--- config.mk ---
export PLATFORM = sky130hd
export DESIGN_NAME = clock_div_prog
export DESIGN_NICKNAME = d
export VERILOG_FILES = /design/src/rtl/clock_div_prog.sv
export SDC_FILE = /design/constraint.sdc
export NUM_CORES = 1
export LEC_CHECK = 0
export CAP_MARGIN = 20
export CORE_UTILIZATION = 55
export CTS_CLUSTER_DIAMETER = 150
export CTS_CLUSTER_SIZE = 10
export DETAILED_ROUTE_END_ITERATION = 6
export GPL_TIMING_DRIVEN = 0
export HOLD_SLACK_MARGIN = 0.08
export PLACE_DENSITY = 0.69
export RECOVER_POWER = 25
export SLEW_MARGIN = 25
export SYNTH_ARGS = -nofsm -noshare
export SYNTH_HDL_FRONTEND = slang
export SYNTH_SLANG_ARGS = --single-unit
--- constraint.sdc ---
create_clock -name clock -period 8.2 [get_ports clock]
set_input_delay 1.23 -clock clock [delete_from_list [all_inputs] [get_ports clock]]
set_output_delay 1.23 -clock clock [all_outputs]
set_load 0.02 [all_outputs]
--- src/rtl/clock_div_prog.sv ---
// Multi-channel run-time programmable clock divider; every flop on `clock`, no derived clocks.
// Optional phase-align input `sync` is built only when CLOCK_DIV_PROG_SYNC_EN is defined.
module clock_div_prog #(
  parameter int NUM_CH      = 4,
  parameter int WIDTH       = 16,
  parameter int DEFAULT_DIV = 4,
  parameter bit AUTO_START  = 1'b0,
  localparam int CH_W       = (NUM_CH > 1) ? $clog2(NUM_CH) : 1
) (
  input  logic              clock,
  input  logic              reset,
  input  logic              wr_en,
  input  logic [CH_W-1:0]   wr_ch,
  input  logic [WIDTH-1:0]  wr_div,
  input  logic              wr_run,
`ifdef CLOCK_DIV_PROG_SYNC_EN
  input  logic              sync,
`endif
  output logic [NUM_CH-1:0] div_clock,
  output logic [NUM_CH-1:0] tick,
  output logic [NUM_CH-1:0] running,
  output logic [NUM_CH-1:0] pending
);

  typedef struct packed {
    logic             run;
    logic             pend;
    logic [WIDTH-1:0] div;
    logic [WIDTH-1:0] cnt;
    logic [WIDTH-1:0] pdiv;
  } chan_t;

  localparam chan_t RESET_STATE = '{
    run:  AUTO_START,
    pend: 1'b0,
    div:  WIDTH'(DEFAULT_DIV),
    cnt:  '0,
    pdiv: '0
  };

  chan_t             ch_q [NUM_CH];
  chan_t             ch_d [NUM_CH];
  logic [NUM_CH-1:0] div_clock_d;
  logic [NUM_CH-1:0] tick_d;

  // Divisors 0 and 1 behave as 2, so a period is never shorter than two cycles.
  function automatic logic [WIDTH-1:0] eff_div(input logic [WIDTH-1:0] d);
    return (d < WIDTH'(2)) ? WIDTH'(2) : d;
  endfunction

  // (E+1)>>1 computed one bit wider so E = 2^WIDTH-1 does not wrap to zero.
  function automatic logic [WIDTH-1:0] half_div(input logic [WIDTH-1:0] e);
    logic [WIDTH:0] s;
    s = {1'b0, e} + (WIDTH+1)'(1);
    return s[WIDTH:1];
  endfunction

  always_comb begin : next_state
    chan_t            nxt;
    logic [WIDTH-1:0] e_cur;
    logic [WIDTH-1:0] e_nxt;
    logic             wrap;
    logic             hit;
    // NOTE: combinational logic uses blocking '=', and every output gets a default
    // before any branch so no path leaves a value held (which would infer a latch).
    nxt         = '0;
    e_cur       = '0;
    e_nxt       = '0;
    wrap        = 1'b0;
    hit         = 1'b0;
    div_clock_d = '0;
    tick_d      = '0;
    for (int i = 0; i < NUM_CH; i++) begin
      nxt   = ch_q[i];
      e_cur = eff_div(ch_q[i].div);
      wrap  = ch_q[i].run && (ch_q[i].cnt == e_cur - WIDTH'(1));
      // Out-of-range channel numbers match no index and are dropped here.
      hit   = wr_en && (int'(wr_ch) == i);

      if (hit && !ch_q[i].run) begin
        nxt.div = wr_div;
        if (wr_run) begin
          nxt.run  = 1'b1;
          nxt.cnt  = '0;
          nxt.pend = 1'b0;
        end
      end else if (hit && !wr_run) begin
        nxt.run  = 1'b0;
        nxt.cnt  = '0;
        nxt.div  = wr_div;
        nxt.pend = 1'b0;
      end
`ifdef CLOCK_DIV_PROG_SYNC_EN
      else if (hit && sync) begin
        nxt.div  = wr_div;
        nxt.cnt  = '0;
        nxt.pend = 1'b0;
      end else if (sync && ch_q[i].run) begin
        nxt.cnt = '0;
        if (ch_q[i].pend) begin
          nxt.div  = ch_q[i].pdiv;
          nxt.pend = 1'b0;
        end
      end
`endif
      else if (ch_q[i].run) begin
        nxt.cnt = wrap ? '0 : ch_q[i].cnt + WIDTH'(1);
        if (wrap && ch_q[i].pend) begin
          nxt.div  = ch_q[i].pdiv;
          nxt.pend = 1'b0;
        end
        // A write on the wrap cycle is queued behind the value applied above.
        if (hit) begin
          nxt.pdiv = wr_div;
          nxt.pend = 1'b1;
        end
      end

      ch_d[i] = nxt;
      // Outputs are decoded from next state so the registered copies line up with cnt.
      e_nxt          = eff_div(nxt.div);
      div_clock_d[i] = nxt.run && (nxt.cnt < half_div(e_nxt));
      tick_d[i]      = nxt.run && (nxt.cnt == e_nxt - WIDTH'(1));
    end
  end

  // NOTE: sequential state uses non-blocking '<=' so all flops update from the same
  // pre-edge values; the per-channel registers are control state and all get reset.
  always_ff @(posedge clock) begin
    if (reset) begin
      for (int i = 0; i < NUM_CH; i++) ch_q[i] <= RESET_STATE;
      div_clock <= {NUM_CH{AUTO_START}};
      tick      <= '0;
    end else begin
      for (int i = 0; i < NUM_CH; i++) ch_q[i] <= ch_d[i];
      div_clock <= div_clock_d;
      tick      <= tick_d;
    end
  end

  always_comb begin
    running = '0;
    pending = '0;
    for (int i = 0; i < NUM_CH; i++) begin
      running[i] = ch_q[i].run;
      pending[i] = ch_q[i].pend;
    end
  end

endmodule
# ---- After elaboration in Yosys (flattened, before gate mapping)
# Memory sizes are Yosys's and may differ from the RTL's.
# Cells that the tools add are included.
dict set report totals {
  mem_count 1
  word_cells 143
  reg_bits 8
  inputBits 22
  out_inout_bits 16
  ram_bits 200
  latch_bits 0
  mem_bits_ro 0
}
# memory words word_bits read_ports rd_clocked_by_memory_dff write_ports line_no
set memory_table {}
lappend memory_table {ch_q 4 50 4 0 4 41} ;# chan_t ch_q [NUM_CH];
dict set report classes {
  mux 63
  addsub 16
  magnitude_cmp 12
  n_reduce_logical 34
  div_mod_pow 0
  mul 0
  n_eq_ne 11
  bitwise 4
  n_shift 0
}
# operator count
set op_table {}
lappend op_table {{16-bit 2-to-1 mux} 28}
lappend op_table {{50-bit 2-to-1 mux} 4}
lappend op_table {{49-bit 2-to-1 mux} 4}
lappend op_table {{34-bit 2-to-1 mux} 4}
lappend op_table {{33-bit 2-to-1 mux} 4}
lappend op_table {{16-bit == test} 8}
lappend op_table {{16-bit by 2-bit less-than comparator with 1-bit output, second input constant} 8}
lappend op_table {{16-bit by 1-bit subtractor with 16-bit output, second input constant} 8}
lappend op_table {{16-bit by 1-bit adder with 17-bit output, second input constant} 4}
lappend op_table {{17-bit 2-to-1 mux} 4}
lappend op_table {{16-bit by 1-bit adder with 16-bit output, second input constant} 4}
lappend op_table {{16-bit less-than comparator} 4}
lappend op_table {{1-bit logical AND} 28}
lappend op_table {{1-bit 2-to-1 mux} 11}
lappend op_table {{2-bit 2-to-1 mux} 4}
lappend op_table {{1-bit zero test} 5}
lappend op_table {{2-bit == test, second input constant} 2}
lappend op_table {{1-bit bitwise OR} 4}
lappend op_table {{2-bit by 1-bit == test with 1-bit output, second input constant} 1}
lappend op_table {{2-bit zero test} 1}

# ---- Depth between registers and ports, before layout
# Gate-level depths: netlist of run 1.
dict set report depth {
  ltp_word 16
  mapped_depth 34
}

# ---- Least setup slack after synthesis of run 1
# OpenSTA, ideal clock, no wires.
dict set report synth_timing {
  path_type {reg2reg}
  start {memory ch_q[1][42] in the netlist's numbering}
  end {register div_clock[1]}
  setup_time_ps 74
  stages_incl_launch_ff 29
  slack_ps 1131
  t_arrival_ps 6994
  cell_sequence {dfxtp_1 -> or4_1 -> or3_1 -> o21ai_1 -> ha_1 -> or4b_2 -> nor4_1 -> xnor2_1 -> a211oi_1 -> and4_1 -> buf_2 -> nand3_1 -> mux2_2 -> mux2i_1 -> nand3_1 -> nor4b_2 -> nor2_1 -> inv_1 -> ha_1 -> nand2_1 -> or2_2 -> clkbuf_1 -> or4b_2 -> ha_1 -> o21ai_0 -> nand2_1 -> nor2_1 -> nand2_1 -> o21ai_0}
}
# item line_no
set synth_rtl {}
lappend synth_rtl {{from (decl)} 41}
lappend synth_rtl {{to (signal assigned)} 132} ;# div_clock <= {NUM_CH{AUTO_START}};
lappend synth_rtl {{to (signal assigned)} 136} ;# div_clock <= div_clock_d;
lappend synth_rtl {{to (decl)} 19} ;# output logic [NUM_CH-1:0] div_clock,

==> flow_summary.ini, run 1 <==
[yosys]
synth_ff_type = dfxtp_1
yosys_register_bits = 208
synth-edff-count = 0
synthArstFlopShare_pct = 0
syn_nets = 2472
syn_inst = 2374
seq_area_frac_synth_pct = 24.1
avgSynthCellArea_um2 = 7.26
synth_cell_types = 86
syn_area_um2 = 17200
ys_warn_count = 0

[cts]
htree_levels = 1
clkSinkCount = 208
clock_path_buffers = 3
cts_buffers = 24
cts.root.buffer_cell = clkbuf_16
cts_hold_buffers = 0
path_clk_slew_ns = 0.06
cts_tree = done
clock_latency_ns = 0.53

[final_layout]
drive_above_1_share_pct = 5.78
layout_commonest_cell = nand2_1
fin_area_um2 = 18800
area_delta_synth_final_pct = 9.09
n_antenna_cell = 0
fillers = 2892
regArea_um2 = 4160
multi_input_area_um2 = 12400
final_cell_mix = nand2_1 (290), nor2_1 (247), dfxtp_1 (208)
fin_nets = 2522

[floorplanning]
die_y_um = 179
start_util_pct = 56.1
dieArea_um2 = 32100
fp-row-count = 64
ios = 38
die_w_um = 179
core_um2 = 30700

[route]
dr.pass1.iters = 7
ant_nets = 0
drcViolationCount = 2
finalWirelength_mm = 56.5
post_drt_wl_per_cell_um = 20.0
via_per_inst = 6.39
first_iter_violations = 1727
vias = 18000

[sta]
fin_setup_tns_ns = 0
maxSlewHeadroom_pct = 30.0
final_max_slew_viol_count = 0
setup_ws_ns = 0.432
fin_skew_ns = 0.0114
setup_viol_count_final = 0
period_needed_ns = 7.77
worstMarginPinSlew_ns = 1.04
fmax_mhz = 129
period_share_pct = 94.7
hold_viol_final = 0

[place]
place_area_um2 = 18000
port_buffers = 22
dp_slack_ns = -0.350
dpl.hpwl_mm = 42.8
gp_congestion = 0.965

[power]
ir_worst_vdd_uv = 140
switching_share_pct = 31.7
intPower_uw = 1770
power_density_nw_per_um2 = 137
combinationalPowerShare_pct = 21.5
clock_power_share_pct = 37.5
p_seq_share_pct = 41.0
power_uw = 2590
cellLeakagePower_uw = 0.00732
p_sw_uw = 818

[grt]
grt_util_met2_pct = 58.5
met3_usage_pct = 3.94
antenna_found_initial = 0
met1_usage_pct = 46.0
grt_max_degree = 12
grt_pass1_vias = 16500
grt_pass1_wl_mm = 88.2
grt.total_usage_pct = 35.0
grt_overflow = 0
top_usage_layer = met2

[critical_path]
cp.buffers_inverters = 4
cp-end-kind = flop
worstPathRequired_ns = 8.67
slowest_stage = or3b_2
startpoint_type = flop
crit_arrival_ns = 8.24
path_class = flop to flop
cp_top_family = simple AND/OR/NAND/NOR gates
cp_max_fo = 10
critical_path.most_common_cell = ha_1
crit_path_max_incr_delay_ns = 0.50

[outcome]
violations = design-rule violations
status = finished with violations

[worst_hold_path]
hold_path.class = flop to flop

[flow_run]
max-cap-violations = 0
==> worst register-to-register path: cells and delay by family (launching register included) <==
| kind | cells | cell delay (ns) |
|---|---|---|
| buffers and inverters | 4 | 0.66 |
| and+or+nand+nor | 13 | 3.31 |
| adders and majority gates | 3 | 0.72 |
| xor gates and xnor gates | 1 | 0.16 |
| DFF | 1 | 0.29 |
| AOI/OAI and AO/OA | 11 | 2.56 |
==> cells by family after synthesis <==
| family | share of synthesized area (%) |
|---|---|
| compound gates | 19.4 |
| xor+xnor | 9.85 |
| mux | 3.14 |
| simple gates | 32.9 |
| buf+inv | 5.05 |
| flops | 24.1 |
| fa+ha+maj | 5.51 |
==> synthesized netlist by cell type (all sizes together), types with 55 or more instances <==
library cell	instances	area, um2
clkbuf	111	418
ha	76	951
o21ai	114	571
a31oi	55	344
nand4	56	350
a21oi	169	846
nand3	67	340
nor2b	70	438
dfxtp	208	4160
nor2	247	927
nand2	290	1090
nor3	66	330
xor2	64	561
inv	80	300
xnor2	130	1140
==> per-layer routing <==
layer / routed length [um] / vias up
li1: - / 8581
met1: 23800 / 8539
met2: 26200 / 741
met3: 4420 / 154
met4: 2110 / 0
met5: 0 / -
==> flip-flops by register name (all words and copies together) (netlist names) <==
name       cells
div_clock      4
tick           4
ch_q         200
==> stage by stage <==
step / std cells / hold WS, ns / utilization, %
after detailed placement: 2792 / 0.449 / 58.4
after CTS: 2818 / 0.456 / 60.7
after global routing: 2820 / 0.480 / 61.2
after global placement: 2792 / 0.442 / 58.4
final: 2820 / 0.455 / 61.2
after floorplan: 2374 / 0.432 / -
==> path summary, 6_finish.rpt <==
kind,cells after the start,startpoint,slack (ns),endpoint
setup reg to reg,32,ch_q[3][35]$_SDFF_PP0_,0.43,div_clock[3]$_SDFF_PP0_
setup / recovery,32,ch_q[3][35]$_SDFF_PP0_,0.43,div_clock[3]$_SDFF_PP0_
hold reg to reg,2,ch_q[1][0]$_SDFFE_PP0P_,0.45,ch_q[1][0]$_SDFFE_PP0P_
hold / removal,2,ch_q[1][0]$_SDFFE_PP0P_,0.45,ch_q[1][0]$_SDFFE_PP0P_
==> final cells by class <==
cell class / instances / area share (%)
Inverter: 80 / 1.60
Multi-Input combinational cell: 1951 / 65.9
Sequential cell: 208 / 22.1
Tap cell: 396 / 2.63
Clock buffer: 26 / 3.40
Buffer: 134 / 3.01
Timing Repair Buffer: 25 / 1.29
==> power by group through the flow <==
stage	Clock, uW	Sequential [uW]	Combinational (uW)
floorplan	0	1070	390
global placement	0	1080	517
detailed placement	0	1080	528
CTS	974	1060	535
global route	1020	1060	603
finish	971	1060	556
==> what timing repair did <==
action,4_1_cts,5_1_grt
setup endpoints to repair,4,6
setup buffers,0,3
pin swaps,0,4
gates resized for setup,9,18
No activity file was read; power rests on OpenSTA's default activity.
==> inputs of run 2 (changes only) <==
Settings changed: MAX_ROUTING_LAYER set to met4.
==> run 2 against run 1 <==
The flow still finishes with violations (design-rule violations). Sequential power barely moved. Hold slack improved by 0.0029 ns. Via count fell by 0.72%. Combinational power rose by 0.7%. Largest power group unchanged.
==> flow_summary.ini, run 2 (synthesis gave the netlist of run 1 again) <==
[outcome]
status = finished with violations
violations = design-rule violations

[critical_path]
cp-end-kind = flop
crit_arrival_ns = 8.15
path_class = flop to flop
r2r_slack_ns = 0.51
crit_path_max_incr_delay_ns = 0.50
startpoint_type = flop
cp_top_family = simple AND/OR/NAND/NOR gates
slowest_stage = or3b_2
cp_max_fo = 10
worstPathRequired_ns = 8.66
cp.buffers_inverters = 5

[cts]
clock_path_buffers = 3
clock_latency_ns = 0.53
clkSinkCount = 208
path_clk_slew_ns = 0.06
cts_tree = done
cts_buffers = 24
htree_levels = 1
cts_hold_buffers = 0
cts.root.buffer_cell = clkbuf_16

[sta]
period_share_pct = 93.8
fin_skew_ns = 0.0124
worstMarginPinSlew_ns = 1.07
setup_ws_ns = 0.507
fmax_mhz = 130
maxSlewHeadroom_pct = 28.5
grt_setup_unrepaired = false
hold_viol_final = 0
setup_viol_count_final = 0
final_max_slew_viol_count = 0
period_needed_ns = 7.69

[route]
post_drt_wl_per_cell_um = 20.0
finalWirelength_mm = 56.6
ant_nets = 0
via_per_inst = 6.34
drcViolationCount = 2
first_iter_violations = 1600
dr.pass1.iters = 7
vias = 17900

[final_layout]
fillers = 2930
top_regs = ch_q (200), div_clock (4), tick (4)
area_delta_synth_final_pct = 9.48
final_cell_mix = nand2_1 (290), nor2_1 (247), dfxtp_1 (208)
largest_reg_flops = 200
n_antenna_cell = 0
drive_above_1_share_pct = 6.06
layout_commonest_cell = nand2_1
top_register = ch_q
fin_nets = 2523

[floorplanning]
start_util_pct = 56.1
die_w_um = 179
core_um2 = 30700
ios = 38
fp-row-count = 64
die_y_um = 179
dieArea_um2 = 32100

[place]
gp_congestion = 0.986
dp_slack_ns = -0.447
port_buffers = 22
dpl.hpwl_mm = 43.1

[flow_run]
max-cap-violations = 0

[power]
power_density_nw_per_um2 = 137
ir_worst_vdd_uv = 175
power_uw = 2590
cellLeakagePower_uw = 0.00733

[grt]
grt.total_usage_pct = 35.5
grt_overflow = 0
grt_pass1_wl_mm = 86.8
grt_pass1_vias = 16100
antenna_found_initial = 0
grt_max_degree = 12

[worst_hold_path]
hold_path.class = flop to flop
-- run 2: cell count changes in the layout (fill, tap and decap cells not counted), moves of 2 or more --
cell | previous run | this run
or4_4 | 2 | 4
a21oi_1 | 169 | 167
a21oi_2 | 0 | 2
or4_1 | 26 | 24
-- run 2: layer usage --
layer	vias up	wire (um)	GRT usage [%]
met1	8417	24600	45.6
met5	-	0	-
li1	8577	-	-
met2	767	26200	58.1
met3	124	4140	4.39
met4	0	1590	10.1
-- run 2: cell type report --
| type | count | area, um2 | area share, % |
|---|---|---|---|
| multi-input combinational | 1951 | 12500 | 66.0 |
| sequential | 208 | 4160 | 22.1 |
| clock buffer | 26 | 639 | 3.39 |
| buffer | 134 | 567 | 3.00 |
| tap | 396 | 495 | 2.62 |
| inverter | 80 | 300 | 1.59 |
| timing repair buffer | 26 | 250 | 1.33 |
-- run 2: tightest hold or removal path, stage by stage (launching register included) --
cell and delay (ns):
dfxtp_1 0.31, nand2_1 0.05, a21oi_1 0.05
-- run 2: path summary, 6_finish.rpt --
check | cells past startpoint | to | startpoint
setup / recovery | 33 | div_clock[3]$_SDFF_PP0_ | ch_q[3][36]$_SDFF_PP0_
setup reg to reg | 33 | div_clock[3]$_SDFF_PP0_ | ch_q[3][36]$_SDFF_PP0_
hold reg to reg | 2 | ch_q[1][15]$_SDFFE_PP0P_ | ch_q[1][15]$_SDFFE_PP0P_
hold / removal | 2 | ch_q[1][15]$_SDFFE_PP0P_ | ch_q[1][15]$_SDFFE_PP0P_
-- run 2: power breakdown --
| part | switching [uW] | internal (uW) | total, uW |
|---|---|---|---|
| combinational | 361 | 200 | 560 |
| clock | 428 | 541 | 969 |
| sequential | 30.4 | 1030 | 1060 |
-- run 2: metrics by stage --
step | hold WS, ns | util (%) | setup TNS, ns | cell area [um2] | instances
5_1_grt | 0.471 | 61.4 | 0 | 18900 | 2821
3_5_place_dp | 0.451 | 58.4 | -0.487 | 18000 | 2792
3_3_place_gp | 0.441 | 58.4 | -0.339 | 18000 | 2792
2_1_floorplan | 0.432 | - | 0 | 17200 | 2374
4_1_cts | 0.458 | 60.7 | 0 | 18700 | 2818
6_report | 0.458 | 61.4 | 0 | 18900 | 2821
-- run 2: timing repair --
item | CTS | global route
pin swaps | 0 | 4
endpoints found under the setup margin | 3 | 7
gates resized for setup | 8 | 28
buffers inserted | 0 | 4
endpoints found under the hold margin | 0 | 0
==> inputs of run 3 (changes only) <==
Settings changed: CELL_PAD_IN_SITES_DETAIL_PLACEMENT set to 1, CELL_PAD_IN_SITES_GLOBAL_PLACEMENT set to 2, CORE_UTILIZATION 55 to 38, GPL_ROUTABILITY_DRIVEN set to 0, PLACE_DENSITY 0.69 to 0.79.
==> run 3 against run 2 <==
The flow now finishes without violations. Sequential cell count is the same. Via count grew 0.31%. Non-clock buffer count shrank 2. Largest cell class unchanged. Wire length grew 19%. First-iteration DRC count shrank 33%. Critical path depth shrank 6. Utilization shrank 18 points.
==> flow_summary.ini, run 3 (synthesis gave the netlist of run 1 again) <==
[grt]
grt_pass1_wl_mm = 105
grt.total_usage_pct = 29.6
antenna_found_initial = 0
grt_overflow = 0
grt_max_degree = 13
grt_pass1_vias = 18200

[cts]
htree_levels = 1
cts_tree = done
clkSinkCount = 208
clock_latency_ns = 0.56
cts_buffers = 24
cts.root.buffer_cell = clkbuf_16
clock_path_buffers = 3
path_clk_slew_ns = 0.07

[critical_path]
worstPathRequired_ns = 8.70
crit_arrival_ns = 8.33
startpoint_type = flop
cp-end-kind = flop
critical_path.most_common_cell = nand2_1
cp_max_fo = 8
path_class = flop to flop
slowest_stage = or4b_2
crit_path_max_incr_delay_ns = 0.64

[power]
ir_worst_vdd_uv = 133
power_uw = 2620
power_density_nw_per_um2 = 137
cellLeakagePower_uw = 0.00734

[worst_hold_path]
hold_path.class = flop to flop

[route]
first_iter_violations = 1071
ant_nets = 0
post_drt_wl_per_cell_um = 22.3
via_per_inst = 5.95
drcViolationCount = 0
finalWirelength_mm = 67.2
vias = 17900
dr.pass1.iters = 5

[final_layout]
largest_reg_flops = 200
fin_nets = 2521
n_antenna_cell = 0
regArea_um2 = 4160
fillers = 5638
top_register = ch_q
utilization_pct = 43.1
fin_area_um2 = 19200
drive_above_1_share_pct = 6.69
layout_commonest_cell = nand2_1
multi_input_area_um2 = 12600
final_cell_mix = nand2_1 (290), nor2_1 (246), dfxtp_1 (208)
finalNonFillerCells = 3015
area_delta_synth_final_pct = 11.3
top_regs = ch_q (200), div_clock (4), tick (4)

[floorplanning]
start_util_pct = 38.7
fp-row-count = 77
die_w_um = 215
ios = 38
die_y_um = 215
dieArea_um2 = 46200
core_um2 = 44500

[sta]
maxSlewHeadroom_pct = 24.7
grt_setup_unrepaired = true
fin_skew_ns = 0.0220
period_needed_ns = 7.84
fmax_mhz = 128
worstMarginPinSlew_ns = 1.13
hold_viol_final = 0
period_share_pct = 95.6
final_max_slew_viol_count = 0
setup_viol_count_final = 0

[place]
dpl.hpwl_mm = 52.4
place_area_um2 = 18200
port_buffers = 22
dpl.cell_count = 2988

[flow_run]
max-cap-violations = 0

[outcome]
status = complete, no violations
## run 3: timing repair
item,in CTS,in global routing
buffers inserted,0,2
resized for setup,11,41
hold buffers,0,0
gates cloned,0,0
pin swaps,0,2
endpoints found under the setup margin,6,8
## run 3: worst max-delay path, delay by kind of cell (launching register included)
| kind | cells | cell delay [ns] |
|---|---|---|
| flops | 1 | 0.29 |
| fa+ha+maj | 3 | 0.76 |
| simple gates | 14 | 4.64 |
| compound gates | 6 | 1.48 |
| xor+xnor | 1 | 0.12 |
| buf+inv | 3 | 0.45 |
## run 3: per-stage QoR
stage                     worst slack (ns)  hold slack, ns  TNS (ns)
after floorplan                       1.13           0.432         0
after global placement              -0.543           0.444     -1.00
after detailed placement            -0.617           0.447     -1.39
after CTS                          0.00240           0.455         0
after global routing               -0.0267           0.478   -0.0362
final                                0.362           0.456         0
## run 3: report_power, final
group          internal [uW]  switching, uW
Sequential              1030           30.9
Clock                    525            451
Combinational            202            384
## run 3: path summary, 6_finish.rpt
check	startpoint	end	slack [ns]	cells past startpoint
max	ch_q[1][35]$_SDFF_PP0_	div_clock[1]$_SDFF_PP0_	0.36	27
min	ch_q[1][15]$_SDFFE_PP0P_	ch_q[1][15]$_SDFFE_PP0P_	0.46	2
max reg2reg	ch_q[1][35]$_SDFF_PP0_	div_clock[1]$_SDFF_PP0_	0.36	27
min reg2reg	ch_q[1][15]$_SDFFE_PP0P_	ch_q[1][15]$_SDFFE_PP0P_	0.46	2
## run 3: layout make-up
class                      count  area share [%]
clock inverter                 1          0.0848
inverter                      80            1.56
multi-input combinational   1951            65.4
timing repair buffer          24            1.23
buffer                       134            2.95
sequential                   208            21.7
tap                          592            3.86
clock buffer                  25            3.20
## run 3: routing by layer
layer  vias up  part of all wire (%)  track usage [%]
li1       8558                     -                -
met1      8953                    46             38.1
met2       336                    48             50.1
met3        93                   3.7             2.21
met4         0                   2.3             7.12
met5         -                     0                -
